==> src/rtl/bsg_blackparrot_halfpod_reset_seq.sv <==
// Core-clock reset sequencer for the BlackParrot half-pod SDR tile: releases token, uplink,
// downlink, downstream and core resets in timed order. Optional status ports: BSG_HALFPOD_RESET_SEQ_STATUS_EN.
module bsg_blackparrot_halfpod_reset_seq #(
  parameter int hold_cycles_p  = 16,
  parameter int y_cord_width_p = 7
) (
  input  logic                      clk_i,
  input  logic                      reset_i,
  input  logic                      async_en_i,
  input  logic [y_cord_width_p-1:0] async_y_cord_i,
  output logic                      sdr_token_reset_o,
  output logic                      sdr_uplink_reset_o,
  output logic                      sdr_downlink_reset_o,
  output logic                      sdr_downstream_reset_o,
  output logic                      core_reset_o,
  output logic [y_cord_width_p-1:0] global_y_cord_o,
  output logic                      ready_o
`ifdef BSG_HALFPOD_RESET_SEQ_STATUS_EN
  ,
  output logic [2:0]                status_o,
  output logic [7:0]                abort_cnt_o
`endif
);

  localparam int cnt_width_lp = $clog2(hold_cycles_p + 1);
  localparam logic [cnt_width_lp-1:0] cnt_last_lp = cnt_width_lp'(hold_cycles_p - 1);

  typedef enum logic [2:0] {
    IDLE_S    = 3'd0,
    TOK_REL_S = 3'd1,
    UP_REL_S  = 3'd2,
    DN_REL_S  = 3'd3,
    DS_REL_S  = 3'd4,
    RUN_S     = 3'd5
  } state_e;

  state_e                    state_q, state_d;
  logic [cnt_width_lp-1:0]   cnt_q, cnt_d;
  logic                      en_meta_q, en_meta_d;
  logic                      en_sync_q, en_sync_d;
  logic [y_cord_width_p-1:0] y_cord_q, y_cord_d;
  // {token, uplink, downlink, downstream, core}
  logic [4:0]                rst_q, rst_d;
  logic                      ready_q, ready_d;
  logic                      cnt_last;
  logic                      abort;
`ifdef BSG_HALFPOD_RESET_SEQ_STATUS_EN
  logic [7:0]                abort_cnt_q, abort_cnt_d;
`endif

  // NOTE: every variable gets a default before the case, so no path leaves one unassigned (no latches).
  always_comb begin
    en_meta_d = async_en_i;
    en_sync_d = en_meta_q;
    state_d   = state_q;
    y_cord_d  = y_cord_q;
    cnt_last  = (cnt_q == cnt_last_lp);
    abort     = (state_q != IDLE_S) && !en_sync_q;

    unique case (state_q)
      IDLE_S:    if (en_sync_q) state_d = TOK_REL_S;
      TOK_REL_S: if (cnt_last)  state_d = UP_REL_S;
      UP_REL_S:  if (cnt_last)  state_d = DN_REL_S;
      DN_REL_S:  if (cnt_last)  state_d = DS_REL_S;
      DS_REL_S:  if (cnt_last) begin
                   state_d  = RUN_S;
                   y_cord_d = async_y_cord_i;
                 end
      RUN_S:     state_d = RUN_S;
      default:   state_d = IDLE_S;
    endcase

    // A lost enable overrides any stage advance, including the capture edge.
    if (abort) begin
      state_d  = IDLE_S;
      y_cord_d = y_cord_q;
    end

    if (state_d != state_q)
      cnt_d = '0;
    else if (state_q inside {TOK_REL_S, UP_REL_S, DN_REL_S, DS_REL_S})
      cnt_d = cnt_q + 1'b1;
    else
      cnt_d = cnt_q;

    // Outputs are decoded from the next state so they register on the same edge as the state.
    rst_d   = 5'b11111;
    ready_d = 1'b0;
    unique case (state_d)
      TOK_REL_S: rst_d = 5'b01111;
      UP_REL_S:  rst_d = 5'b00111;
      DN_REL_S:  rst_d = 5'b00011;
      DS_REL_S:  rst_d = 5'b00001;
      RUN_S: begin
        rst_d   = 5'b00000;
        ready_d = 1'b1;
      end
      default:   rst_d = 5'b11111;
    endcase

`ifdef BSG_HALFPOD_RESET_SEQ_STATUS_EN
    abort_cnt_d = abort_cnt_q;
    if (abort && (abort_cnt_q != 8'hFF))
      abort_cnt_d = abort_cnt_q + 8'd1;
`endif
  end

  // NOTE: state elements use non-blocking assignments so every flop samples pre-edge values.
  always_ff @(posedge clk_i) begin
    if (reset_i) begin
      en_meta_q <= 1'b0;
      en_sync_q <= 1'b0;
      state_q   <= IDLE_S;
      cnt_q     <= '0;
      y_cord_q  <= '0;
      rst_q     <= 5'b11111;
      ready_q   <= 1'b0;
`ifdef BSG_HALFPOD_RESET_SEQ_STATUS_EN
      abort_cnt_q <= 8'd0;
`endif
    end else begin
      en_meta_q <= en_meta_d;
      en_sync_q <= en_sync_d;
      state_q   <= state_d;
      cnt_q     <= cnt_d;
      y_cord_q  <= y_cord_d;
      rst_q     <= rst_d;
      ready_q   <= ready_d;
`ifdef BSG_HALFPOD_RESET_SEQ_STATUS_EN
      abort_cnt_q <= abort_cnt_d;
`endif
    end
  end

  assign sdr_token_reset_o      = rst_q[4];
  assign sdr_uplink_reset_o     = rst_q[3];
  assign sdr_downlink_reset_o   = rst_q[2];
  assign sdr_downstream_reset_o = rst_q[1];
  assign core_reset_o           = rst_q[0];
  assign ready_o                = ready_q;
  assign global_y_cord_o        = y_cord_q;

`ifdef BSG_HALFPOD_RESET_SEQ_STATUS_EN
  assign status_o    = state_q;
  assign abort_cnt_o = abort_cnt_q;
`endif

endmodule
==> config.mk <==
export PLATFORM = sky130hd
export DESIGN_NAME = bsg_blackparrot_halfpod_reset_seq
export DESIGN_NICKNAME = d
export VERILOG_FILES = /design/src/rtl/bsg_blackparrot_halfpod_reset_seq.sv
export SDC_FILE = /design/constraint.sdc
export NUM_CORES = 1
export LEC_CHECK = 0
export BUFFER_PORTS_ARGS = -buffer_cell sky130_fd_sc_hd__buf_4
export CAP_MARGIN = 20
export CORE_MARGIN = 1
export CORE_UTILIZATION = 37
export DETAILED_ROUTE_END_ITERATION = 8
export PLACE_DENSITY = 0.59
export SLEW_MARGIN = 10
export SYNTH_ARGS = -nofsm -noshare
export SYNTH_HDL_FRONTEND = slang
export SYNTH_SLANG_ARGS = --single-unit
==> constraint.sdc <==
create_clock -name clk_i -period 2.77 [get_ports clk_i]
set_input_delay 0.1385 -clock clk_i [delete_from_list [all_inputs] [get_ports clk_i]]
set_output_delay 0.1385 -clock clk_i [all_outputs]
set_load 0.02 [all_outputs]
==> impl_metrics.csv, run 1 <==
group,metric,value,unit
run_status,status,"finished, final reports clean",
clock_network,clkTransAtPathRegs,0.13,ns
synth,ys_types,28,
synth,syn_area_per_cell,9.79,um^2
worst_hold_path,hold_path_end,"en_meta_q",
sta,layout_min_cycle_time,1.84,ns
clock_network,clock-sinks,23,
power_and_ir_drop,p_leak,0.499,nW
synth,synth_fa_ha_area_frac,0.0266,
drt,drtIter0Drc,11,
clock_network,htreeDepth,1,
synth,syn-num-nets,108,
cells_and_area,fillCellCount,237,
sta,setup-violations-final,0,
clock_network,clock_latency,0.31,ns
synth,async_flop_share,0,
power_and_ir_drop,vdd_drop_max,0.000358,V
global_route,first_global_vias,645,
placed_design,hpwl,1180,um
synth,synth_xor_area_frac,0.0373,
drt,drc,0,
critical_path,path_cells,"ha_1 -> and3_1 -> ha_1 -> nand4bb_1 -> a21oi_1 -> o21ai_1 -> a211oi_2",
power_and_ir_drop,powerDensity,457,nW/um^2
worst_hold_path,min_from,"async_en_i",
drt,routedWlPerCell,10.9,um
sta,slew_headroom,0.734,
floorplan,initial_core_util,0.409,
critical_path,r2r_start,"cnt_q[0]",
critical_path,path_class,"reg2reg",
cells_and_area,seqCellArea,460,um^2
synth,synthSimpleGateAreaFrac,0.229,
critical_path,r2r_setup_slack,0.93,ns
floorplan,die_width,52.4,um
global_route,antenna_found_initial,0,
floorplan,pin_count,23,
floorplan,die_h,52.4,um
cells_and_area,final_common_cell,"dfxtp_1",
sta,min_period_over_period,0.664,
critical_path,setup.worst_path.start_class,"register",
critical_path,reg2reg_to,"cnt_q[4]",
floorplan,row_count,17,
synth,yosysTopAreaCell,"dfxtp_1",
floorplan,die_area,2750,um^2
synth,synth_warnings,0,
cells_and_area,final_util,0.493,
sta,rsz0062_at_grt,"false",
drt,wl,1580,um
critical_path,cp_top_family,"compound AO/OA/AOI/OAI gates",
synth,synth_top_family_by_area,"simple AND/OR/NAND/NOR gates",
synth,synth.cell_area,940,um^2
clock_network,post-cts-setup-buffers,0,
placed_design,gpl.final_weighted_congestion,0.818,
critical_path,cp.required,3.01,ns
global_route,grt_start_max_net_pins,15,
global_route,grt_usage,0.133,
synth,synth_top_area_frac,0.490,
placed_design,port_buffers,22,
sta,setup_tns,0,ns
sta,fmax,544,MHz
synth,netlist_instances,96,
cells_and_area,layout.nets,130,
sta,clock_skew,0.00627,ns
critical_path,path_common_cell,"ha_1",
synth,ys.flop_type,"dfxtp_1",
clock_network,cts_root_buf,"clkbuf_4",
sta,worst-slew-pin-transition,0.397,ns
critical_path,slowest_delay,0.36,ns
critical_path,slowest_stage,"dfxtp_1",
clock_network,cts_tree,"done",
cells_and_area,multi_input_comb_area,432,um^2
job,maxCapViolCount,0,
cells_and_area,syn_to_final_growth,20.6,%
clock_network,ctsLongestPathBuffers,2,
synth,yosys-mux-area-fraction,0.0959,
cells_and_area,n_antenna_cell,0,
drt,ant_nets,0,
critical_path,critical_path.endpoint_type,"register",
critical_path,crit_buf_inv,0,
synth,synth-seq-cells,23,
floorplan,coreArea,2300,um^2
worst_hold_path,hold_path_class,"in2reg",
global_route,grt_pass1_wl,2640,um
synth,synth-compound-area-share,0.0706,
critical_path,crit_arrival,2.08,ns
drt,drtPass1Iterations,4,
global_route,overflow,0,
worst_hold_path,hold_depth,2,
cells_and_area,drive_above_1_share,0.256,
sta,finalHoldViolations,0,
critical_path,reg2regPathDepth,7,
critical_path,crit_fanout,6,
clock_network,cts_resized,0,
clock_network,cts_made_buffers,3,
drt,vias,694,
cells_and_area,mostFrequentLayoutCells,"23 x dfxtp_1, 22 x buf_4, 15 x nor2_1, 9 x mux2i_1",
synth,synth_seq_area_share,0.490,
sta,drv_slew,0,
drt,via_per_inst,4.79,
clock_network,hold_buffers,0,
synth,synth_area_leaders,"dfxtp_1 49%, mux2i_1 9.6%, nor2_1 6.0%",
synth,synth_edf_count,0,
## power breakdown
group          internal, mW  switching (mW)  total, mW
registers             0.334         0.00270      0.336
clock network        0.0551           0.103      0.158
logic                0.0138          0.0103     0.0241
total                 0.403           0.116      0.518
## cell families after synthesis
kind of cell / after synthesis
buffers and inverters: 8
AO/OA/AOI/OAI: 10
adder cells (fa/ha/maj): 2
XOR/XNOR: 4
multiplexers: 9
AND/OR/NAND/NOR: 40
flip-flops: 23
## through the flow
| step | instances | worst slack [ns] | hold WS, ns | total power [mW] | cell area (um^2) |
|---|---|---|---|---|---|
| global route | 145 | 0.758 | 0.0330 | 0.544 | 1130 |
| CTS | 145 | 0.926 | 0.0213 | 0.532 | 1130 |
| detailed placement | 141 | 0.973 | 0.372 | 0.368 | 1100 |
| floorplan | 96 | 1.12 | 0.256 | 0.357 | 940 |
| finish | 145 | 0.931 | 0.0358 | 0.518 | 1130 |
| global placement | 141 | 1.05 | 0.350 | 0.367 | 1100 |
## per-layer routing
metal | track usage | share of wire | vias to the layer above | routed length, um
met5 | 0 | 0 | - | 0
met4 | 0.0395 | 0.0089 | 0 | 14
met3 | 0.0609 | 0.038 | 2 | 60
met2 | 0.211 | 0.46 | 14 | 718
met1 | 0.159 | 0.50 | 315 | 781
li1 | - | - | 363 | -
## cell type report
| class | count | area share |
|---|---|---|
| well taps | 28 | 0.0309 |
| multi-input cells | 65 | 0.381 |
| inverters | 3 | 0.00993 |
| flip-flops and latches | 23 | 0.406 |
| clock buffers | 3 | 0.0199 |
| repair buffers | 22 | 0.146 |
| clock inverters | 1 | 0.00662 |
## worst max-delay path by stage
stage | from | end | slack [ns] | cells past startpoint
finish | cnt_q[0] | cnt_q[4] | 0.93 | 7
global route | cnt_q[0] | cnt_q[4] | 0.76 | 7
CTS | cnt_q[0] | cnt_q[4] | 0.93 | 7
detailed placement | cnt_q[0] | cnt_q[4] | 0.97 | 7
global placement | cnt_q[0] | cnt_q[4] | 1.05 | 7
floorplan | cnt_q[0] | cnt_q[4] | 1.12 | 7
## synthesized netlist by cell type (2+ instances only)
library cell  count
ha_1              2
o21ai_0           3
xnor2_1           2
o21ai_1           2
nand2b_1          3
nor2b_1           5
nor2_1           15
dfxtp_1          23
inv_1             3
buf_6             2
buf_2             2
xor2_1            2
nor3_1            2
and3_1            4
mux2i_1           9
nand2_1           5
## registers in the layout, indices dropped and copies added, names as in the netlist
register	flops
global_y_cord_o	7
ready_o	1
cnt_q	5
rst_q	5
state_q	3
en_meta_q	1
en_sync_q	1
Note: power is estimated with default switching activity, not from simulation.
==> inputs of run 2 (changes only) <==
Settings changed: PLACE_DENSITY 0.59 to 0.61.
Clock period 2.77 ns to 1.55 ns, I/O delays scaled along.
==> run 2 against run 1 <==
Clock power rose by 66%. Clock skew up 0.0029 ns. Die area unchanged. Worst hold slack worse by 0.026 ns. Total power up 79%. Sequential cell count did not move. Register-to-register slack worse by 0.99 ns. Routed wire length is 20% higher. Sequential power increased by 80%. Count of clock-buffer cells in the layout stayed put. The flow now finishes with violations (negative setup slack). Combinational power is 150% higher. Highest routed layer unchanged. Final cell count increased by 5.5%. Largest power group unchanged.
==> impl_metrics.csv, run 2 (synthesized netlist as in run 1, its figures left out) <==
group,metric,value,unit
drt,vias,733,
worst_hold_path,hold_depth,3,
sta,clock_skew,0.00918,ns
drt,wl,1890,um
sta,layout_min_cycle_time,1.61,ns
drt,drtPass1Iterations,4,
global_route,grt_start_max_net_pins,14,
global_route,grt_usage,0.163,
sta,finalHoldViolations,0,
floorplan,die_area,2750,um^2
worst_hold_path,hold_path_class,"in2reg",
cells_and_area,mostFrequentLayoutCells,"26 x buf_4, 21 x dfxtp_1, 14 x nor2_1, 9 x mux2i_1",
placed_design,placed_cells_incl_taps,144,
run_status,status,"complete, but fails checks",
critical_path,reg2regPathDepth,7,
drt,drtIter0Drc,6,
critical_path,r2r_start,"cnt_q[0]",
floorplan,coreArea,2300,um^2
clock_network,ctsLongestPathBuffers,2,
global_route,overflow,0,
global_route,first_global_vias,763,
floorplan,initial_core_util,0.409,
sta,setup-violations-final,1,
power_and_ir_drop,powerDensity,708,nW/um^2
cells_and_area,largest_reg_flops,7,
critical_path,crit_arrival,1.84,ns
sta,setup_ws,-0.0580,ns
critical_path,cp.required,1.78,ns
drt,ant_nets,0,
placed_design,gpl.final_weighted_congestion,0.783,
global_route,grt_pass1_wl,3190,um
placed_design,hpwl,1300,um
worst_hold_path,hold_path_end,"global_y_cord_o[5]",
critical_path,critical_path.endpoint_type,"register",
cells_and_area,fillCellCount,210,
sta,worst-slew-pin-transition,0.499,ns
cells_and_area,n_antenna_cell,0,
power_and_ir_drop,vdd_drop_max,0.000591,V
run_status,failed_checks,"negative setup slack",
placed_design,post_dp_cell_area,1130,um^2
critical_path,crit_fanout,5,
cells_and_area,instances_no_fill,153,
clock_network,cts_root_buf,"clkbuf_4",
clock_network,clock_latency,0.30,ns
floorplan,die_h,52.4,um
critical_path,setup.worst_path.start_class,"register",
sta,min_period_over_period,1.04,
cells_and_area,syn_to_final_growth,39.1,%
clock_network,cts_made_buffers,3,
clock_network,cts_tree,"done",
critical_path,reg2reg_to,"cnt_q[4]",
sta,hold_ws,0.00992,ns
cells_and_area,layout.nets,138,
power_and_ir_drop,power,0.926,mW
clock_network,clkTransAtPathRegs,0.12,ns
power_and_ir_drop,p_leak,0.564,nW
placed_design,port_buffers,22,
cells_and_area,final_common_cell,"buf_4",
cells_and_area,stdcell_area,1310,um^2
global_route,antenna_found_initial,0,
cells_and_area,drive_above_1_share,0.384,
drt,via_per_inst,4.79,
floorplan,pin_count,23,
sta,slew_headroom,0.667,
clock_network,clock-sinks,23,
floorplan,die_width,52.4,um
worst_hold_path,min_from,"async_y_cord_i[5]",
placed_design,dp_slack,-0.0944,ns
clock_network,htreeDepth,1,
sta,fmax,622,MHz
drt,routedWlPerCell,12.3,um
sta,rsz0062_at_grt,"true",
critical_path,path_class,"reg2reg",
drt,drc,0,
floorplan,row_count,17,
sta,drv_slew,0,
critical_path,r2r_setup_slack,-0.06,ns
job,maxCapViolCount,0,
[run 2: changes by cell type in the layout (fill, tap and decap cells not counted), moves of 2 or more]
cell,change
buf_4,+4
dfxtp_1,-2
dfxtp_2,+2
dlygate4sd3_1,+4
ha_1,-2
ha_4,+2
[run 2: what timing repair did]
action	CTS	global route
setup endpoints to repair	15	14
buffers inserted	1	0
hold buffers	4	0
resized for setup	9	10
endpoints found under the hold margin	4	0
pin swaps	6	4
[run 2: worst max-delay path by stage]
stage                   from  slack, ns  endpoint  depth (start not counted)
finish              cnt_q[0]      -0.06  cnt_q[4]                          7
global placement    cnt_q[1]      -0.02  cnt_q[0]                          7
detailed placement  cnt_q[1]      -0.09  rst_q[1]                          8
global route        cnt_q[1]      -0.12  cnt_q[4]                          7
floorplan           cnt_q[0]       0.01  cnt_q[4]                          7
CTS                 cnt_q[0]      -0.04  cnt_q[4]                          7
[run 2: routing by layer]
layer,vias to the layer above,global-route usage,wire length [um],share of wire
li1,376,-,-,-
met1,339,0.188,839,0.44
met2,14,0.274,961,0.51
met3,4,0.0406,60,0.032
met4,0,0.0877,26,0.014
met5,-,0,0,0
[run 2: worst max-delay path, stage by stage (launching register included)]
cell and delay (ns):
dfxtp_2 0.35, ha_4 0.15, and3_4 0.18, ha_4 0.17, nand4bb_4 0.25, a21oi_4 0.17, o21ai_4 0.09, a211oi_2 0.16
[run 2: stage by stage]
step / utilization / TNS (ns)
6_report: 0.569 / -0.0580
5_1_grt: 0.569 / -0.342
4_1_cts: 0.545 / -0.108
3_5_place_dp: 0.493 / -1.10
3_3_place_gp: 0.493 / -0.124
2_1_floorplan: - / 0
[run 2: final cells by class]
cell class / instances / area [um^2] / share of cell area
multi-input combinational: 65 / 536 / 0.410
sequential: 23 / 463 / 0.354
timing repair buffer: 30 / 235 / 0.180
tap: 28 / 35.0 / 0.0268
clock buffer: 3 / 22.5 / 0.0172
inverter: 3 / 11.3 / 0.00861
clock inverter: 1 / 5.00 / 0.00383
[run 2: power breakdown]
group | switching, mW | internal [mW] | leakage, nW
combinational | 0.0234 | 0.0361 | 0.359
sequential | 0.00713 | 0.596 | 0.187
clock | 0.167 | 0.0962 | 0.0177
==> inputs of run 3 (changes only) <==
Settings changed: CORE_UTILIZATION 37 to 45, CTS_CLUSTER_SIZE from default to 16, PLACE_DENSITY 0.61 to 0.72, SETUP_SLACK_MARGIN from default to 0.05.
==> run 3 against run 2 <==
The flow still finishes with violations (negative setup slack). Maximum frequency grew 3.4%. Largest cell class unchanged. Combinational power hardly changed. Die area is 17% lower. Critical endpoint unchanged. Register-to-register slack improved by 0.05 ns. Setup slack gained 0.053 ns. Highest routed layer unchanged. Clock skew down 0.0032 ns. Core utilization up 9.2 points. Via count increased by 1.1%.
==> impl_metrics.csv, run 3 (synthesized netlist as in run 1, its figures left out) <==
group,metric,value,unit
global_route,antenna_found_initial,0,
clock_network,clock-sinks,23,
power_and_ir_drop,vdd_drop_max,0.000513,V
floorplan,die_h,47.7,um
floorplan,die_width,47.7,um
placed_design,port_buffers,22,
power_and_ir_drop,combPwrFrac,0.063,
sta,clock_skew,0.00600,ns
critical_path,r2r_setup_slack,-0.005,ns
sta,slew_headroom,0.637,
cells_and_area,final_common_cell,"buf_4",
power_and_ir_drop,seqPwrFrac,0.645,
clock_network,ctsLongestPathBuffers,2,
sta,layout_min_cycle_time,1.56,ns
clock_network,post-cts-setup-buffers,0,
cells_and_area,layout.nets,139,
power_and_ir_drop,switching_share,0.219,
job,maxCapViolCount,0,
global_route,grt_pass1_wl,2480,um
clock_network,cts_root_buf,"clkbuf_4",
sta,setup_ws,-0.00550,ns
drt,drtPass1Iterations,4,
critical_path,critical_path.endpoint_type,"register",
sta,setup_tns,-0.00550,ns
drt,drc,0,
power_and_ir_drop,power_frac_clock,0.292,
drt,drtIter0Drc,20,
cells_and_area,syn_to_final_growth,37.9,%
sta,rsz0062_at_grt,"true",
critical_path,crit_fanout,6,
clock_network,clock_latency,0.31,ns
floorplan,row_count,16,
clock_network,clkTransAtPathRegs,0.13,ns
sta,min_period_over_period,1.00,
sta,finalHoldViolations,0,
sta,fmax,643,MHz
floorplan,coreArea,1960,um^2
global_route,grt_usage,0.154,
critical_path,setup.worst_path.start_class,"register",
cells_and_area,largest_reg_flops,7,
global_route,grt_start_max_net_pins,14,
floorplan,initial_core_util,0.479,
run_status,failed_checks,"negative setup slack",
cells_and_area,mostFrequentLayoutCells,"25 x buf_4, 21 x dfxtp_1, 15 x nor2_1, 9 x mux2i_1, 6 x dlygate4sd3_1",
placed_design,post_dp_cell_area,1150,um^2
sta,setup-violations-final,1,
critical_path,crit_arrival,1.79,ns
placed_design,hpwl,1130,um
power_and_ir_drop,p_leak,0.558,nW
power_and_ir_drop,p_int,0.730,mW
power_and_ir_drop,power,0.935,mW
power_and_ir_drop,powerDensity,722,nW/um^2
drt,vias,741,
sta,worst-slew-pin-transition,0.544,ns
power_and_ir_drop,netSwitchingPower,0.205,mW
cells_and_area,final_util,0.661,
drt,via_per_inst,4.84,
worst_hold_path,hold_path_class,"in2reg",
cells_and_area,stdcell_area,1300,um^2
drt,routedWlPerCell,11.1,um
critical_path,path_class,"reg2reg",
sta,hold_ws,0.0105,ns
drt,wl,1700,um
cells_and_area,n_antenna_cell,0,
global_route,first_global_vias,611,
drt,ant_nets,0,
clock_network,htreeDepth,1,
floorplan,die_area,2270,um^2
sta,drv_slew,0,
floorplan,pin_count,23,
global_route,overflow,0,
critical_path,cp.required,1.79,ns
cells_and_area,drive_above_1_share,0.349,
clock_network,cts_tree,"done",
run_status,status,"complete, but fails checks",
placed_design,gpl.final_weighted_congestion,0.737,
clock_network,cts_made_buffers,3,
run 3: metrics by stage:
stage / std cells / worst slack (ns)
CTS: 153 / -0.0220
global placement: 143 / 0.00171
detailed placement: 143 / -0.0424
global route: 153 / -0.0847
finish: 153 / -0.00550
floorplan: 96 / 0.0762
run 3: critical path: stages, from the launching register on:
cell and delay (ns):
dfxtp_2 0.36, ha_4 0.15, and3_4 0.18, ha_4 0.18, nor2b_1 0.22, o2bb2ai_2 0.14
o21ai_2 0.12, a211oi_2 0.15
run 3: power groups by stage:
stage / sequential, mW / combinational (mW) / clock (mW)
finish: 0.603 / 0.0593 / 0.273
global route: 0.604 / 0.0644 / 0.307
CTS: 0.602 / 0.0588 / 0.286
detailed placement: 0.614 / 0.0456 / 0
global placement: 0.614 / 0.0448 / 0
floorplan: 0.614 / 0.0255 / 0
run 3: routing by layer:
| layer | GRT usage | routed length, um | vias up |
|---|---|---|---|
| li1 | - | - | 379 |
| met1 | 0.202 | 781 | 348 |
| met2 | 0.251 | 870 | 12 |
| met3 | 0.0226 | 37 | 2 |
| met4 | 0.0667 | 7 | 0 |
| met5 | 0 | 0 | - |
run 3: worst paths after layout:
kind	from	to	cells after the start
worst max-delay path	cnt_q[0]	cnt_q[4]	7
worst min-delay path	reset_i	en_sync_q	2
worst max register to register	cnt_q[0]	cnt_q[4]	7
worst min register to register	en_meta_q	en_sync_q	1
run 3: cell type report:
| type | count | area, um^2 |
|---|---|---|
| sequential | 23 | 463 |
| clock inverter | 1 | 5.00 |
| inverter | 3 | 11.3 |
| tap | 27 | 33.8 |
| clock buffer | 3 | 22.5 |
| timing repair buffer | 31 | 248 |
| multi-input combinational | 65 | 513 |
| fill | 181 | 666 |
run 3: timing repair:
action,in CTS,in global routing
resized for setup,5,5
pin swaps,4,7
endpoints found under the hold margin,6,0
setup endpoints to repair,12,14
hold buffers,6,0
